$ cat src/rtl/hazard_ctrl.sv
// Hazard and flow controller for the 5-stage RV32I pipeline: decodes the ID opcode, shadows
// the EX/MEM/WB register usage and derives stalls, flushes, freezes and forwarding selects.
module hazard_ctrl #(
  parameter int unsigned CNT_W = 16
) (
  input  logic             clk,
  input  logic             rst_n,
  input  logic             id_valid,
  input  logic [6:0]       id_opcode,
  input  logic [4:0]       id_rs1,
  input  logic [4:0]       id_rs2,
  input  logic [4:0]       id_rd,
  input  logic             ex_branch_taken,
  input  logic             mem_busy,
  output logic [2:0]       imm_sel,
  output logic             illegal,
  output logic             pc_write,
  output logic             ifid_write,
  output logic             ifid_flush,
  output logic             idex_flush,
  output logic [1:0]       fwd_a,
  output logic [1:0]       fwd_b,
  output logic [CNT_W-1:0] bubble_cnt
);

  localparam logic [6:0] OpR     = 7'b0110011;
  localparam logic [6:0] OpIAlu  = 7'b0010011;
  localparam logic [6:0] OpLoad  = 7'b0000011;
  localparam logic [6:0] OpJalr  = 7'b1100111;
  localparam logic [6:0] OpStore = 7'b0100011;
  localparam logic [6:0] OpBr    = 7'b1100011;
  localparam logic [6:0] OpLui   = 7'b0110111;
  localparam logic [6:0] OpAuipc = 7'b0010111;
  localparam logic [6:0] OpJal   = 7'b1101111;

  localparam logic [2:0] ImmI    = 3'b000;
  localparam logic [2:0] ImmS    = 3'b001;
  localparam logic [2:0] ImmB    = 3'b010;
  localparam logic [2:0] ImmU    = 3'b011;
  localparam logic [2:0] ImmJ    = 3'b100;
  localparam logic [2:0] ImmNone = 3'b101;

  localparam logic [1:0] FwdRf  = 2'b00;
  localparam logic [1:0] FwdMem = 2'b10;
  localparam logic [1:0] FwdWb  = 2'b01;

  localparam logic [CNT_W-1:0] CntMax = {CNT_W{1'b1}};

  typedef enum logic [1:0] {ModeRun, ModeStall, ModeRedirect, ModeFreeze} mode_e;

  // Decoded ID attributes
  logic id_regwrite, id_is_load, id_uses_rs1, id_uses_rs2;
  logic load_use;
  mode_e mode;

  // Shadow pipeline state
  logic       ex_valid_q, ex_valid_d;
  logic [4:0] ex_rd_q, ex_rd_d;
  logic       ex_regwrite_q, ex_regwrite_d;
  logic       ex_is_load_q, ex_is_load_d;
  logic [4:0] ex_rs1_q, ex_rs1_d;
  logic [4:0] ex_rs2_q, ex_rs2_d;
  logic       mem_valid_q, mem_valid_d;
  logic [4:0] mem_rd_q, mem_rd_d;
  logic       mem_regwrite_q, mem_regwrite_d;
  logic       wb_valid_q, wb_valid_d;
  logic [4:0] wb_rd_q, wb_rd_d;
  logic       wb_regwrite_q, wb_regwrite_d;

  logic [CNT_W-1:0] bubble_cnt_q, bubble_cnt_d;

  // Opcode decode: immediate format, legality and register-usage attributes
  always_comb begin
    imm_sel     = ImmNone;
    illegal     = 1'b0;
    id_regwrite = 1'b0;
    id_is_load  = 1'b0;
    id_uses_rs1 = 1'b0;
    id_uses_rs2 = 1'b0;
    case (id_opcode)
      OpR: begin
        imm_sel     = ImmNone;
        id_regwrite = 1'b1;
        id_uses_rs1 = 1'b1;
        id_uses_rs2 = 1'b1;
      end
      OpIAlu, OpJalr: begin
        imm_sel     = ImmI;
        id_regwrite = 1'b1;
        id_uses_rs1 = 1'b1;
      end
      OpLoad: begin
        imm_sel     = ImmI;
        id_regwrite = 1'b1;
        id_is_load  = 1'b1;
        id_uses_rs1 = 1'b1;
      end
      OpStore: begin
        imm_sel     = ImmS;
        id_uses_rs1 = 1'b1;
        id_uses_rs2 = 1'b1;
      end
      OpBr: begin
        imm_sel     = ImmB;
        id_uses_rs1 = 1'b1;
        id_uses_rs2 = 1'b1;
      end
      OpLui, OpAuipc: begin
        imm_sel     = ImmU;
        id_regwrite = 1'b1;
      end
      OpJal: begin
        imm_sel     = ImmJ;
        id_regwrite = 1'b1;
      end
      default: begin
        imm_sel = ImmNone;
        illegal = id_valid;
      end
    endcase
  end

  // Load-use detection and per-cycle mode selection, highest priority first
  always_comb begin
    load_use = id_valid & ex_valid_q & ex_is_load_q & (ex_rd_q != 5'd0) &
               ((id_uses_rs1 & (ex_rd_q == id_rs1)) | (id_uses_rs2 & (ex_rd_q == id_rs2)));
    if (mem_busy) begin
      mode = ModeFreeze;
    end else if (ex_branch_taken) begin
      mode = ModeRedirect;
    end else if (load_use) begin
      mode = ModeStall;
    end else begin
      mode = ModeRun;
    end
  end

  // Pipeline enables and flushes for the current mode
  always_comb begin
    pc_write   = 1'b1;
    ifid_write = 1'b1;
    ifid_flush = 1'b0;
    idex_flush = 1'b0;
    unique case (mode)
      ModeFreeze: begin
        pc_write   = 1'b0;
        ifid_write = 1'b0;
      end
      ModeRedirect: begin
        ifid_flush = 1'b1;
        idex_flush = 1'b1;
      end
      ModeStall: begin
        pc_write   = 1'b0;
        ifid_write = 1'b0;
        idex_flush = 1'b1;
      end
      ModeRun: begin
        pc_write   = 1'b1;
        ifid_write = 1'b1;
      end
    endcase
  end

  // Shadow next-state: freeze holds, bubbles clear EX, run advances ID into EX
  always_comb begin
    ex_valid_d     = ex_valid_q;
    ex_rd_d        = ex_rd_q;
    ex_regwrite_d  = ex_regwrite_q;
    ex_is_load_d   = ex_is_load_q;
    ex_rs1_d       = ex_rs1_q;
    ex_rs2_d       = ex_rs2_q;
    mem_valid_d    = mem_valid_q;
    mem_rd_d       = mem_rd_q;
    mem_regwrite_d = mem_regwrite_q;
    wb_valid_d     = wb_valid_q;
    wb_rd_d        = wb_rd_q;
    wb_regwrite_d  = wb_regwrite_q;
    if (mode != ModeFreeze) begin
      mem_valid_d    = ex_valid_q;
      mem_rd_d       = ex_rd_q;
      mem_regwrite_d = ex_regwrite_q;
      wb_valid_d     = mem_valid_q;
      wb_rd_d        = mem_rd_q;
      wb_regwrite_d  = mem_regwrite_q;
      if (mode == ModeRun) begin
        ex_valid_d    = id_valid;
        ex_rd_d       = id_rd;
        ex_regwrite_d = id_regwrite;
        ex_is_load_d  = id_is_load;
        ex_rs1_d      = id_rs1;
        ex_rs2_d      = id_rs2;
      end else begin
        // Bubble fields are zeroed so a stale operand never selects a forward
        ex_valid_d    = 1'b0;
        ex_rd_d       = 5'd0;
        ex_regwrite_d = 1'b0;
        ex_is_load_d  = 1'b0;
        ex_rs1_d      = 5'd0;
        ex_rs2_d      = 5'd0;
      end
    end
  end

  // Saturating count of bubbles injected into ID/EX
  always_comb begin
    bubble_cnt_d = bubble_cnt_q;
    if (idex_flush && !mem_busy && (bubble_cnt_q != CntMax)) begin
      bubble_cnt_d = bubble_cnt_q + CNT_W'(1);
    end
  end

  // State registers
  always_ff @(posedge clk or negedge rst_n) begin
    if (!rst_n) begin
      ex_valid_q     <= 1'b0;
      ex_rd_q        <= 5'd0;
      ex_regwrite_q  <= 1'b0;
      ex_is_load_q   <= 1'b0;
      ex_rs1_q       <= 5'd0;
      ex_rs2_q       <= 5'd0;
      mem_valid_q    <= 1'b0;
      mem_rd_q       <= 5'd0;
      mem_regwrite_q <= 1'b0;
      wb_valid_q     <= 1'b0;
      wb_rd_q        <= 5'd0;
      wb_regwrite_q  <= 1'b0;
      bubble_cnt_q   <= '0;
    end else begin
      ex_valid_q     <= ex_valid_d;
      ex_rd_q        <= ex_rd_d;
      ex_regwrite_q  <= ex_regwrite_d;
      ex_is_load_q   <= ex_is_load_d;
      ex_rs1_q       <= ex_rs1_d;
      ex_rs2_q       <= ex_rs2_d;
      mem_valid_q    <= mem_valid_d;
      mem_rd_q       <= mem_rd_d;
      mem_regwrite_q <= mem_regwrite_d;
      wb_valid_q     <= wb_valid_d;
      wb_rd_q        <= wb_rd_d;
      wb_regwrite_q  <= wb_regwrite_d;
      bubble_cnt_q   <= bubble_cnt_d;
    end
  end

  // EX operand forwarding; MEM result is younger so it wins over WB
  always_comb begin
    logic mem_fwd_ok, wb_fwd_ok;
    mem_fwd_ok = mem_valid_q & mem_regwrite_q & (mem_rd_q != 5'd0);
    wb_fwd_ok  = wb_valid_q & wb_regwrite_q & (wb_rd_q != 5'd0);
    fwd_a = FwdRf;
    fwd_b = FwdRf;
    if (mem_fwd_ok && (mem_rd_q == ex_rs1_q)) begin
      fwd_a = FwdMem;
    end else if (wb_fwd_ok && (wb_rd_q == ex_rs1_q)) begin
      fwd_a = FwdWb;
    end
    if (mem_fwd_ok && (mem_rd_q == ex_rs2_q)) begin
      fwd_b = FwdMem;
    end else if (wb_fwd_ok && (wb_rd_q == ex_rs2_q)) begin
      fwd_b = FwdWb;
    end
  end

  assign bubble_cnt = bubble_cnt_q;

endmodule

$ cat config.mk
export PLATFORM = sky130hd
export DESIGN_NAME = hazard_ctrl
export DESIGN_NICKNAME = d
export VERILOG_FILES = /design/src/rtl/hazard_ctrl.sv
export SDC_FILE = /design/constraint.sdc
export NUM_CORES = 1
export LEC_CHECK = 0
export CORE_MARGIN = 2
export CORE_UTILIZATION = 51
export CTS_CLUSTER_SIZE = 30
export DETAILED_ROUTE_END_ITERATION = 10
export GPL_TIMING_DRIVEN = 0
export HOLD_SLACK_MARGIN = 0.15
export MAX_ROUTING_LAYER = met4
export PLACE_DENSITY = 0.77
export SYNTH_ARGS = -nofsm -noshare
export SYNTH_HDL_FRONTEND = slang
export SYNTH_SLANG_ARGS = --single-unit
$ cat constraint.sdc
create_clock -name clk -period 3 [get_ports clk]
set_input_delay 0.45 -clock clk [delete_from_list [all_inputs] [get_ports clk]]
set_output_delay 0.45 -clock clk [all_outputs]
set_load 0.02 [all_outputs]
# Word-level counts from Yosys, hierarchy flattened
# Index checks and enable logic that the tools add are counted.
[word_totals]
ff_bits = 48
input_bits = 27
out_inout_bits = 28
[classes]
add_sub_neg = 1
eq_ne = 20
n_mux = 22
n_bitwise = 11
reduce_logical = 19
[ops]
columns = ["operator", "n"]
rows = [
  ["$eq 5x5->1", 6],
  ["$eq 7x6->1 const B", 3],
  ["$eq 7x7->1 const B", 3],
  ["$add 16x1->16 const B", 1],
  ["$ne 16x16->1 const B", 1],
  ["$mux 5", 3],
  ["$pmux 3 s5", 1],
  ["$reduce_bool 5->1", 3],
  ["$eq 7x5->1 const B", 2],
  ["$mux 1", 14],
  ["$and 1x1->1", 10],
  ["$reduce_or 9->1", 1],
  ["$mux 2", 4],
  ["$eq 7x2->1 const B", 1],
  ["$reduce_or 7->1", 1],
  ["$logic_and 1x1->1", 6],
  ["$reduce_or 2->1", 3],
  ["$reduce_or 3->1", 2],
  ["$reduce_or 6->1", 1],
  ["$eq 2x2->1 const B", 2],
  ["$eq 2x1->1 const B", 1],
  ["$logic_not 2->1", 1],
  ["$ne 2x2->1 const B", 1],
  ["$logic_not 1->1", 1],
  ["$or 1x1->1", 1],
]

# Longest topological paths before layout
# Gate-level depths: netlist of run 1.
[depth]
ltp_word = 14
ltp_mapped = 12
mapped_depth_nobuf = 11

# Worst setup path after synthesis of run 1
# Ideal clock, no wire load.
[synth_timing]
path_kind = "input -> register"
startpoint = "input port id_opcode[3]"
endpoint = "register bubble_cnt_q[8] (netlist: bubble_cnt[8])"
setup_time_ps = 131
arrival_time_ps = 2475
t_required_ps = 2869
setup_slack_ps = 393
path_stages = 11
path_cell_list = "nand3b_1 nor4_1 nand4_1 a221oi_2 or2_1 ha_1 nand4b_1 nor2_1 o31a_1 nand3_1 xnor2_1"
[synth_via]
elab_chain_cells = 14
elab_cells_between_ends = 23
classes_between = "8 x eq/ne; 6 x mux; 4 x bitwise; 5 x reduce/logical"
[synth_rtl]
columns = ["item", "line_no", "rtl"]
rows = [
  ["start, declared", "9", "input logic [6:0] id_opcode,"],
  ["$eq 7x7->1 (tied with other cells)", "80", "case (id_opcode)"],
  ["$reduce_or 6->1 (no line) / $reduce_or 3->1 (equally long branches)", "n/a", ""],
  ["$mux 1", "80", ""],
  ["$and 1x1->1", "126", "((id_uses_rs1 & (ex_rd_q == id_rs1)) | (id_uses_rs2 & (ex_rd_q == id_rs2)));"],
  ["$or 1x1->1 *", "126", ""],
  ["$and 1x1->1 *", "125", "load_use = id_valid & ex_valid_q & ex_is_load_q & (ex_rd_q != 5'd0) &"],
  ["$mux 1 *", "131", "end else if (load_use) begin"],
  ["$mux 2 *", "129", "end else if (ex_branch_taken) begin"],
  ["$mux 2 *", "127", "if (mem_busy) begin"],
  ["$eq 2x1->1 / $eq 2x2->1 (equally long branches)", "144", "unique case (mode)"],
  ["$reduce_or 2->1 (no line) *", "n/a", ""],
  ["$mux 1 *", "144", ""],
  ["via idex_flush", "20", "output logic idex_flush,"],
  ["$logic_and 1x1->1 * (2 in series)", "208", "if (idex_flush && !mem_busy && (bubble_cnt_q != CntMax)) begin"],
  ["end signal, assigned", "242", "bubble_cnt_q <= bubble_cnt_d;"],
  ["end, declared", "70", "logic [CNT_W-1:0] bubble_cnt_q, bubble_cnt_d;"],
]
# The timed path passes the listed nets; every way through them passes the cells marked *.
# A chain may end at the register's enable or synchronous reset.

# Final worst setup path of run 1
[layout_timing]
startpoint = "input port id_rs1[3]"
endpoint = "register bubble_cnt_q[6] (netlist: bubble_cnt[6])"
[layout_via]
elab_chain_cells = 12
elab_cells_between_ends = 13
classes_between = "3 x eq/ne; 4 x mux; 3 x bitwise; 3 x reduce/logical"
[layout_rtl]
columns = ["item", "line_no", "rtl"]
rows = [
  ["start, declared", "10", "input logic [4:0] id_rs1,"],
  ["$eq 5x5->1 *", "126", ""],
  ["$and 1x1->1 *", "126", ""],
  ["$or 1x1->1 *", "126", ""],
  ["$and 1x1->1 *", "125", ""],
  ["$mux 1 *", "131", ""],
  ["$mux 2 *", "129", ""],
  ["$mux 2 *", "127", ""],
  ["$eq 2x1->1 / $eq 2x2->1 (equally long branches)", "144", ""],
  ["$reduce_or 2->1 (no line) *", "n/a", ""],
  ["$mux 1 *", "144", ""],
  ["$logic_and 1x1->1 * (2 in series)", "208", ""],
]
# Every way passes the cells marked *; elsewhere a longest branch is shown, timed or not.

==> results.yml, run 1 <==
status:
  outcome: "finished clean"
sta:
  slew_violations: 0
  setup_viol: 0
  worst_slew_pin_slew_ns: 0.635
  fmax_ghz: 0.353
  slew-limit-headroom_pct: 57.7
  fin_skew_ns: 0.00819
  finalCritPeriodShare_pct: 94.3
  finalWorstSetupSlack_ns: 0.171
  min_period_ns: 2.83
  hold_viol_final: 0
grt:
  grt_max_degree: 27
  antenna_found_initial: 0
  gr-total-overflow: 0
  grt_first_pass_wirelength_um: 10600
  grt_pass1_vias: 2275
  grt_util_all_layers_pct: 23.5
clocking:
  clock-sinks: 48
  clk_latency_ns: 0.30
  cts-root-buf: "clkbuf_8"
  clk_pin_slew_ns: 0.09
  cts_tree: "done"
  cts_buffers: 5
  clock_path_buffers: 2
  htree_levels: 2
logic_synthesis:
  synthArstFlopShare_pct: 100
  netlist_area_sq_um: 2640
  synth_flop_cell: "dfrtp_1"
  yosysSeqAreaShare_pct: 45.5
  synth_top_family_by_area: "simple AND/OR/NAND/NOR gates"
  yosysMostFrequentCell: "dfrtp_1"
  synth_edf_count: 0
  yosys.area_share.simple_pct: 21.7
  netlist_top_cells_count: "dfrtp_1 (48), nand2_1 (43), o21ai_0 (24), xnor2_1 (20), xor2_1 (19)"
  synth_top_area_share_pct: 45.5
  syn_nets: 300
  synth_seq_cells: 48
  synth-compound-area-share_pct: 9.30
  syn_avg_cell_area_sq_um: 9.77
  yosysWarnings: 0
  synth_area_leaders: "dfrtp_1 (46%), mux2_2 (6.8%), xnor2_1 (6.6%)"
  yosysTopAreaCell: "dfrtp_1"
  synth-xor-area-share_pct: 13.0
  synth.area.mux_share_pct: 6.83
  synthAdderAreaFrac_pct: 1.42
  ys_types: 36
  syn_inst: 270
route:
  drt-initial-drc-count: 103
  firstDrtPassIters: 4
  wl_met1_um: 2610
  wl_met3_um: 400
  drc: 0
  route.top_layer_used: "met4"
  vias: 2237
  wl_per_cell_um: 15.5
  drtAntennaViolNets: 0
  routed_wl_um: 6280
  wl_met2_um: 3140
  viasPerCell: 5.52
critical_path:
  worstPathCellList: "clkdlybuf4s50_1 -> xor2_1 -> nor4_2 -> nand4_1 -> a221oi_2 -> or2_1 -> ha_4 -> nand4b_1 -> nor2_2 -> o31a_1 -> nand3_1 -> xnor2_1"
  cpLargestDelayFamily: "simple AND/OR/NAND/NOR gates"
  crit_path_max_fanout: 4
  crit_required_ns: 3.19
  start_kind: "input port"
  crit_buf_inv: 1
  worstSetupPathDepth: 12
  path_class: "input port to flop"
  slowest_stage: "clkdlybuf4s50_1"
  arrival_ns: 3.02
  critPathCaptureType: "flop"
  reg2reg_depth: 11
  max_stage_delay_ns: 0.45
floorplan:
  die_height_um: 75.9
  die_x_um: 75.9
  fp.coreArea_sq_um: 5040
  die-area_sq_um: 5760
  initial_core_util_pct: 52.3
  fp-row-count: 26
  pin_count: 55
cells_and_area:
  diodes: 0
  drive_above_1_share_pct: 14.9
  final_core_util_pct: 69.7
  area_growth_pct: 33.2
  finalNetCount: 365
min_path:
  worstHoldPathType: "input port to asynchronous set/reset pin"
power_and_ir_drop:
  peakVddDrop_uv: 318
  combPwrFrac_pct: 23.0
  p_leak_nw: 1.61
  switching_share_pct: 28.8
  power.share.clock_pct: 31.4
  intPower_w: 0.00122
  switching_power_w: 0.000493
  p_seq_share_pct: 45.6
  finalPower_w: 0.00171
  powerDensity_nw_per_um2: 488
placed_design:
  post-place-ws_ns: -0.472
  dpl.hpwl_um: 4700
  gp_congestion: 0.919
  io_buffer_count: 54
run:
  maxCapViolations: 0
## sequential cells by signal (all words and copies together) (netlist names)
| register | flops |
|---|---|
| ex_is_load_q | 1 |
| mem_rd_q | 5 |
| ex_regwrite_q | 1 |
| ex_rd_q | 5 |
| ex_rs2_q | 5 |
| mem_regwrite_q | 1 |
| wb_valid_q | 1 |
| wb_rd_q | 5 |
| bubble_cnt | 16 |
| ex_rs1_q | 5 |
| ex_valid_q | 1 |
| mem_valid_q | 1 |
| wb_regwrite_q | 1 |
## per-layer routing
metal  vias up  GRT usage, %
met5         -             -
met4         0          7.82
met3        16          6.07
met2        65          39.9
met1      1083          27.2
li1       1073             -
## power by group through the flow
| stage | combinational (W) | sequential [W] | clock (W) |
|---|---|---|---|
| after floorplan | 0.000159 | 0.000821 | 0 |
| after global placement | 0.000373 | 0.000791 | 0 |
| after detailed placement | 0.000384 | 0.000791 | 0 |
| after CTS | 0.000386 | 0.000781 | 0.000548 |
| after global routing | 0.000435 | 0.000792 | 0.000577 |
| final | 0.000394 | 0.000782 | 0.000538 |
## layout by cell type, fill, tap and decap left out, types with 4 or more instances in the layout
cell type | Yosys | routed
xor2_1 | 19 | 19
clkbuf_1 | 8 | 5
xnor2_1 | 20 | 20
o21ai_0 | 24 | 24
nor2b_1 | 5 | 4
nand3_1 | 9 | 8
nor2_1 | 13 | 12
mux2_2 | 16 | 16
inv_1 | 4 | 4
clkdlybuf4s50_1 | 0 | 40
nand2_1 | 43 | 43
dfrtp_1 | 48 | 48
a21oi_1 | 7 | 7
dlygate4sd2_1 | 0 | 5
nor3_1 | 6 | 5
nand4_1 | 9 | 9
buf_4 | 1 | 4
clkbuf_2 | 0 | 4
clkbuf_8 | 0 | 5
dlymetal6s2s_1 | 0 | 7
## worst paths after layout
| kind | slack (ns) | endpoint | start |
|---|---|---|---|
| worst max-delay path | 0.17 | bubble_cnt[6]$_DFFE_PN0P_ | id_rs1[3] |
| worst min-delay path | 0.16 | wb_rd_q[1]$_DFFE_PN0P_ | rst_n |
| worst max register to register | 0.23 | bubble_cnt[6]$_DFFE_PN0P_ | ex_rd_q[1]$_DFFE_PN0P_ |
| worst min register to register | 0.49 | ex_regwrite_q$_DFFE_PN0P_ | ex_regwrite_q$_DFFE_PN0P_ |
| max in group asynchronous | 2.30 | ex_rd_q[4]$_DFFE_PN0P_ | rst_n |
| min in group clk | 0.45 | ex_rs2_q[1]$_DFFE_PN0P_ | id_rs2[1] |
## logic make-up after synthesis
kind of cell,after synthesis
flops,48
simple gates,109
buf+inv,15
compound gates,40
xor+xnor,39
fa+ha+maj,3
mux,16
## area by class of cell
type	count	area [sq um]
timing repair buffer	58	592
sequential	48	1200
buffer	11	57.6
multi-input combinational	207	1430
inverter	4	15.0
fill	406	1530
clock inverter	2	60.1
clock buffer	5	68.8
tap	70	87.6
## repair_timing
action / in CTS / in global routing
hold buffers: 0 / 0
pin swaps: 0 / 10
buffers inserted: 1 / 2
gates resized for setup: 9 / 25
hold endpoints to repair: 0 / 0
setup endpoints to repair: 25 / 31
## per-stage QoR
stage / instances / area (sq um) / hold WS, ns / setup TNS [ns]
3_3_place_gp: 394 / 3270 / 0.468 / -13.83
4_1_cts: 403 / 3430 / 0.179 / -0.0743
6_report: 405 / 3510 / 0.161 / 0
2_1_floorplan: 270 / 2640 / 0.154 / 0
5_1_grt: 405 / 3510 / 0.203 / -0.0201
3_5_place_dp: 395 / 3290 / 0.478 / -15.00
(Power assumes the default switching activity.)
==> inputs of run 2 (changes only) <==
CORE_MARGIN = 4   (was 2)
==> run 2 against run 1 <==
  * Setup slack worse by 0.087 ns
  * Utilization rose by 1.9 points
  * Critical path depth unchanged
  * Routed wire length down 0.43%
  * Final cell count grew 0.25%
  * Via count decreased by 0.31%
  * Clock power fell by 26%
  * Flip-flop and latch count did not move
  * Global-route usage decreased by 2.6 points
  * First-iteration DRC count rose by 26%
  * Register-to-register slack lost 0.06 ns
  * Critical path type unchanged
  * Largest cell class unchanged
  * Highest routed layer unchanged
==> results.yml, run 2 (synthesis results as in run 1) <==
sta:
  grt_setup_unrepaired: "true"
  setup_viol: 0
  worst_slew_pin_slew_ns: 0.469
  slew_violations: 0
  slew-limit-headroom_pct: 68.7
  whs_ns: 0.455
  finalCritPeriodShare_pct: 97.2
  hold_viol_final: 0
  fin_skew_ns: 0.00331
  fmax_ghz: 0.343
  finalWorstSetupSlack_ns: 0.0844
  min_period_ns: 2.92
grt:
  grt_first_pass_wirelength_um: 10100
  grt_pass1_vias: 2114
  antenna_found_initial: 0
  gr-total-overflow: 0
  grt_max_degree: 34
  grt_util_all_layers_pct: 20.9
power_and_ir_drop:
  power.share.clock_pct: 25.2
  peakVddDrop_uv: 600
  switching_power_w: 0.000489
  powerDensity_nw_per_um2: 450
  p_seq_share_pct: 49.8
  intPower_w: 0.00108
  combPwrFrac_pct: 25.0
  switching_share_pct: 31.1
  p_leak_nw: 1.60
critical_path:
  slowest_stage: "clkdlybuf4s50_1"
  r2r_start: "ex_rd_q[1]$_DFFE_PN0P_"
  critPathLaunch: "id_opcode[2]"
  cpLargestDelayFamily: "buffers and inverters"
  crit_required_ns: 3.22
  max_stage_delay_ns: 0.47
  critPathCaptureType: "flop"
  crit_path_max_fanout: 10
  crit_buf_inv: 3
  path_class: "input port to flop"
  arrival_ns: 3.14
  worstPathCellList: "clkdlybuf4s50_1 -> clkbuf_1 -> o21ai_2 -> nand4_1 -> a221oi_2 -> or2_1 -> ha_4 -> nand4b_1 -> nor2_2 -> o31a_1 -> buf_4 -> xor2_1"
  start_kind: "input port"
run:
  maxCapViolations: 0
cells_and_area:
  n_fill_cell: 390
  diodes: 0
  drive_above_1_share_pct: 15.0
  layout_common_cells: "dfrtp_1 (48), nand2_1 (43), clkdlybuf4s50_1 (41)"
  finalNetCount: 368
  layout_commonest_cell: "dfrtp_1"
  area_growth_pct: 32.4
  largest_reg_flops: 16
  final_cell_area_sq_um: 3490
  final_core_util_pct: 71.6
floorplan:
  die-area_sq_um: 6390
  die_x_um: 79.9
  pin_count: 55
  die_height_um: 79.9
  fp-row-count: 25
  initial_core_util_pct: 54.1
  fp.coreArea_sq_um: 4880
clocking:
  htree_levels: 2
  cts-root-buf: "clkbuf_8"
  clk_pin_slew_ns: 0.08
  clock_path_buffers: 2
  clock-sinks: 48
  cts_buffers: 5
  clk_latency_ns: 0.30
  cts_tree: "done"
placed_design:
  gp_congestion: 0.888
  post-place-ws_ns: -0.545
  io_buffer_count: 54
  postPlaceCellArea_sq_um: 3280
  dpl.hpwl_um: 4580
route:
  drt-initial-drc-count: 130
  vias: 2230
  firstDrtPassIters: 4
  drc: 0
  routed_wl_um: 6250
  viasPerCell: 5.49
  wl_per_cell_um: 15.4
  drtAntennaViolNets: 0
status:
  outcome: "finished clean"
min_path:
  hold_start: "id_rs2[1]"
  worstHoldPathType: "input port to flop"
## run 2: cell types whose count changed in the layout (fill, tap and decap cells not counted), sizes merged
cell,change
dlygate4sd3,+1
clkinvlp,+1
bufinv,-2
buf,+2
dlygate4sd2,-1
clkbuf,+1
clkdlybuf4s50,+1
clkdlybuf4s15,+1
## run 2: final cells by class
| cell class | instances | area (sq um) | share of cell area, % |
|---|---|---|---|
| clock inverter | 1 | 7.51 | 0.215 |
| buffer | 11 | 56.3 | 1.61 |
| sequential | 48 | 1200 | 34.4 |
| tap | 67 | 83.8 | 2.40 |
| inverter | 4 | 15.0 | 0.430 |
| multi-input combinational | 207 | 1430 | 40.8 |
| timing repair buffer | 61 | 617 | 17.7 |
| clock buffer | 7 | 86.3 | 2.47 |
## run 2: power groups by stage
stage               Clock (W)  Sequential (W)  Combinational (W)
global placement            0        0.000791           0.000370
floorplan                   0        0.000821           0.000159
global route         0.000438        0.000793           0.000425
CTS                  0.000409        0.000782           0.000383
detailed placement          0        0.000793           0.000377
finish               0.000396        0.000782           0.000393
## run 2: timing repair
action,CTS,global route
buffers inserted,2,3
endpoints found under the hold margin,15,0
hold buffers,1,0
setup endpoints to repair,24,35
pin swaps,3,10
resized for setup,13,18
## run 2: worst paths after layout
check | to | slack [ns] | cells after the start
max | bubble_cnt[4]$_DFFE_PN0P_ | 0.08 | 12
min | ex_rs2_q[1]$_DFFE_PN0P_ | 0.45 | 3
max reg2reg | bubble_cnt[4]$_DFFE_PN0P_ | 0.17 | 11
min reg2reg | ex_is_load_q$_DFFE_PN0P_ | 0.50 | 2
max in group asynchronous | ex_rd_q[4]$_DFFE_PN0P_ | 1.91 | 3
min in group asynchronous | wb_rd_q[1]$_DFFE_PN0P_ | 0.60 | 2
## run 2: worst min-delay path, stage by stage
cell	delay, ns
dlymetal6s2s_1	0.14
nand2_1	0.06
o21ai_0	0.06
## run 2: metrics by stage
step | setup TNS (ns) | power, W | instances
2_1_floorplan | 0 | 0.000980 | 270
3_3_place_gp | -14.86 | 0.00116 | 391
3_5_place_dp | -15.89 | 0.00117 | 392
4_1_cts | 0 | 0.00157 | 403
5_1_grt | -0.345 | 0.00166 | 406
6_report | 0 | 0.00157 | 406
## run 2: per-layer routing
layer,vias up,track usage (%),wire (um)
met1,1091,28.1,2720
li1,1078,-,-
met5,-,-,0
met2,55,32.5,3180
met4,0,5.57,68
met3,6,3.95,280
==> inputs of run 3 (changes only) <==
SLEW_MARGIN = 20   (was unset)
==> run 3 against run 2 <==
  * Combinational power decreased by 1%
  * Sequential power about the same
  * Sequential share of layout area increased by 0.062 points
  * Utilization decreased by 0.13 points
  * Largest power group unchanged
==> results.yml, run 3 (synthesis results as in run 1) <==
cells_and_area:
  final_core_util_pct: 71.5
  final_cell_count_no_fill: 405
  seqCellArea_sq_um: 1200
  layout_common_cells: "dfrtp_1 (48), nand2_1 (43), clkdlybuf4s50_1 (41)"
  n_fill_cell: 382
  layout_commonest_cell: "dfrtp_1"
  final_cell_area_sq_um: 3490
  area_growth_pct: 32.2
  largest_reg_flops: 16
  multi_input_area_sq_um: 1430
  finalNetCount: 367
  drive_above_1_share_pct: 14.8
  diodes: 0
floorplan:
  die_height_um: 79.9
  fp-row-count: 25
  fp.coreArea_sq_um: 4880
  pin_count: 55
  initial_core_util_pct: 54.1
  die-area_sq_um: 6390
  die_x_um: 79.9
critical_path:
  cpLargestDelayFamily: "buffers and inverters"
  start_kind: "input port"
  arrival_ns: 2.41
  crit_required_ns: 2.55
  max_stage_delay_ns: 0.45
  reg2reg_depth: 11
  critPathLaunch: "id_rs1[4]"
  slowest_stage: "clkdlybuf4s50_1"
  crit_path_max_fanout: 3
  crit_buf_inv: 2
  worstPathCellList: "clkdlybuf4s50_1 -> xor2_1 -> nor4_1 -> nand4_1 -> a221oi_2 -> or2_1 -> ha_4 -> clkdlybuf4s15_2"
  path_class: "input port to primary output"
  r2r_start: "ex_rd_q[1]$_DFFE_PN0P_"
  worstSetupPathDepth: 8
  critPathCaptureType: "primary output"
route:
  drc: 0
  drtAntennaViolNets: 0
  routed_wl_um: 6090
  vias: 2216
  firstDrtPassIters: 4
  viasPerCell: 5.47
  drt-initial-drc-count: 117
  wl_per_cell_um: 15.0
grt:
  grt_pass1_vias: 2116
  grt_first_pass_wirelength_um: 10100
  grt_util_all_layers_pct: 21.0
  antenna_found_initial: 0
  gr-total-overflow: 0
  grt_max_degree: 34
status:
  outcome: "finished clean"
sta:
  fin_setup_tns_ns: 0
  worst_slew_pin_slew_ns: 0.447
  min_period_ns: 2.86
  hold_viol_final: 0
  slew-limit-headroom_pct: 70.2
  whs_ns: 0.455
  setup_viol: 0
  fin_skew_ns: 0.00462
  fmax_ghz: 0.349
  finalCritPeriodShare_pct: 95.4
  slew_violations: 0
clocking:
  clock_path_buffers: 2
  cts-root-buf: "clkbuf_8"
  clock-sinks: 48
  htree_levels: 2
  cts_tree: "done"
  cts_buffers: 5
  clk_latency_ns: 0.30
  clk_pin_slew_ns: 0.08
placed_design:
  gp_congestion: 0.888
  io_buffer_count: 54
  place_inst: 392
  dpl.hpwl_um: 4570
  postPlaceCellArea_sq_um: 3280
run:
  maxCapViolations: 0
power_and_ir_drop:
  powerDensity_nw_per_um2: 451
  peakVddDrop_uv: 622
  p_leak_nw: 1.60
min_path:
  hold_start: "id_rs2[1]"
  whs_path_depth: 3
  worstHoldPathType: "input port to flop"
run 3: cell types whose count changed in the layout (fill, tap and decap cells not counted), sizes merged:
cell / before / now
buf: 10 / 9
run 3: what timing repair did:
item                       4_1_cts  5_1_grt
pin swaps                        3        8
gates resized for setup         16       15
setup endpoints to repair       24       19
buffers inserted                 1        3
hold endpoints to repair        15        0
hold buffers                     1        0
run 3: power breakdown:
group | switching, W | total, W | internal [W] | leakage (nW)
combinational | 0.000197 | 0.000389 | 0.000192 | 0.906
clock | 0.000212 | 0.000400 | 0.000187 | 0.0445
sequential | 0.0000842 | 0.000785 | 0.000701 | 0.649
total | 0.000493 | 0.00157 | 0.00108 | 1.60
run 3: layer usage:
metal | part of all wire (%) | global-route usage [%] | wire, um
met5 | 0 | - | 0
met4 | 1.4 | 6.59 | 84
met3 | 4.1 | 4.18 | 250
met2 | 49 | 33.0 | 2970
met1 | 46 | 27.3 | 2780
run 3: cell type report:
cell class / instances / share of cell area [%]
Clock buffer: 7 / 2.48
Tap cell: 67 / 2.40
Inverter: 4 / 0.431
Clock inverter: 1 / 0.215
Sequential cell: 48 / 34.4
Multi-Input combinational cell: 207 / 40.9
Timing Repair Buffer: 60 / 17.5
Buffer: 11 / 1.69
run 3: worst paths after layout:
check                                       endpoint  slack (ns)
hold / removal               ex_rs2_q[1]$_DFFE_PN0P_        0.45
setup reg to reg           bubble_cnt[8]$_DFFE_PN0P_        0.22
hold reg to reg             ex_is_load_q$_DFFE_PN0P_        0.50
setup / recovery                          idex_flush        0.14
min in group asynchronous    mem_rd_q[2]$_DFFE_PN0P_        0.59
max in group asynchronous  ex_regwrite_q$_DFFE_PN0P_        1.91
run 3: stage by stage:
stage | power [W] | setup WS, ns
global placement | 0.00116 | -0.522
floorplan | 0.000980 | 0.393
detailed placement | 0.00117 | -0.572
finish | 0.00157 | 0.138
global route | 0.00166 | -0.00652
CTS | 0.00158 | 0.000928
run 3: worst min-delay path: cells and delay by family:
kind / cells / cell delay (ns)
buf+inv: 1 / 0.14
simple gates: 1 / 0.06
compound gates: 1 / 0.06
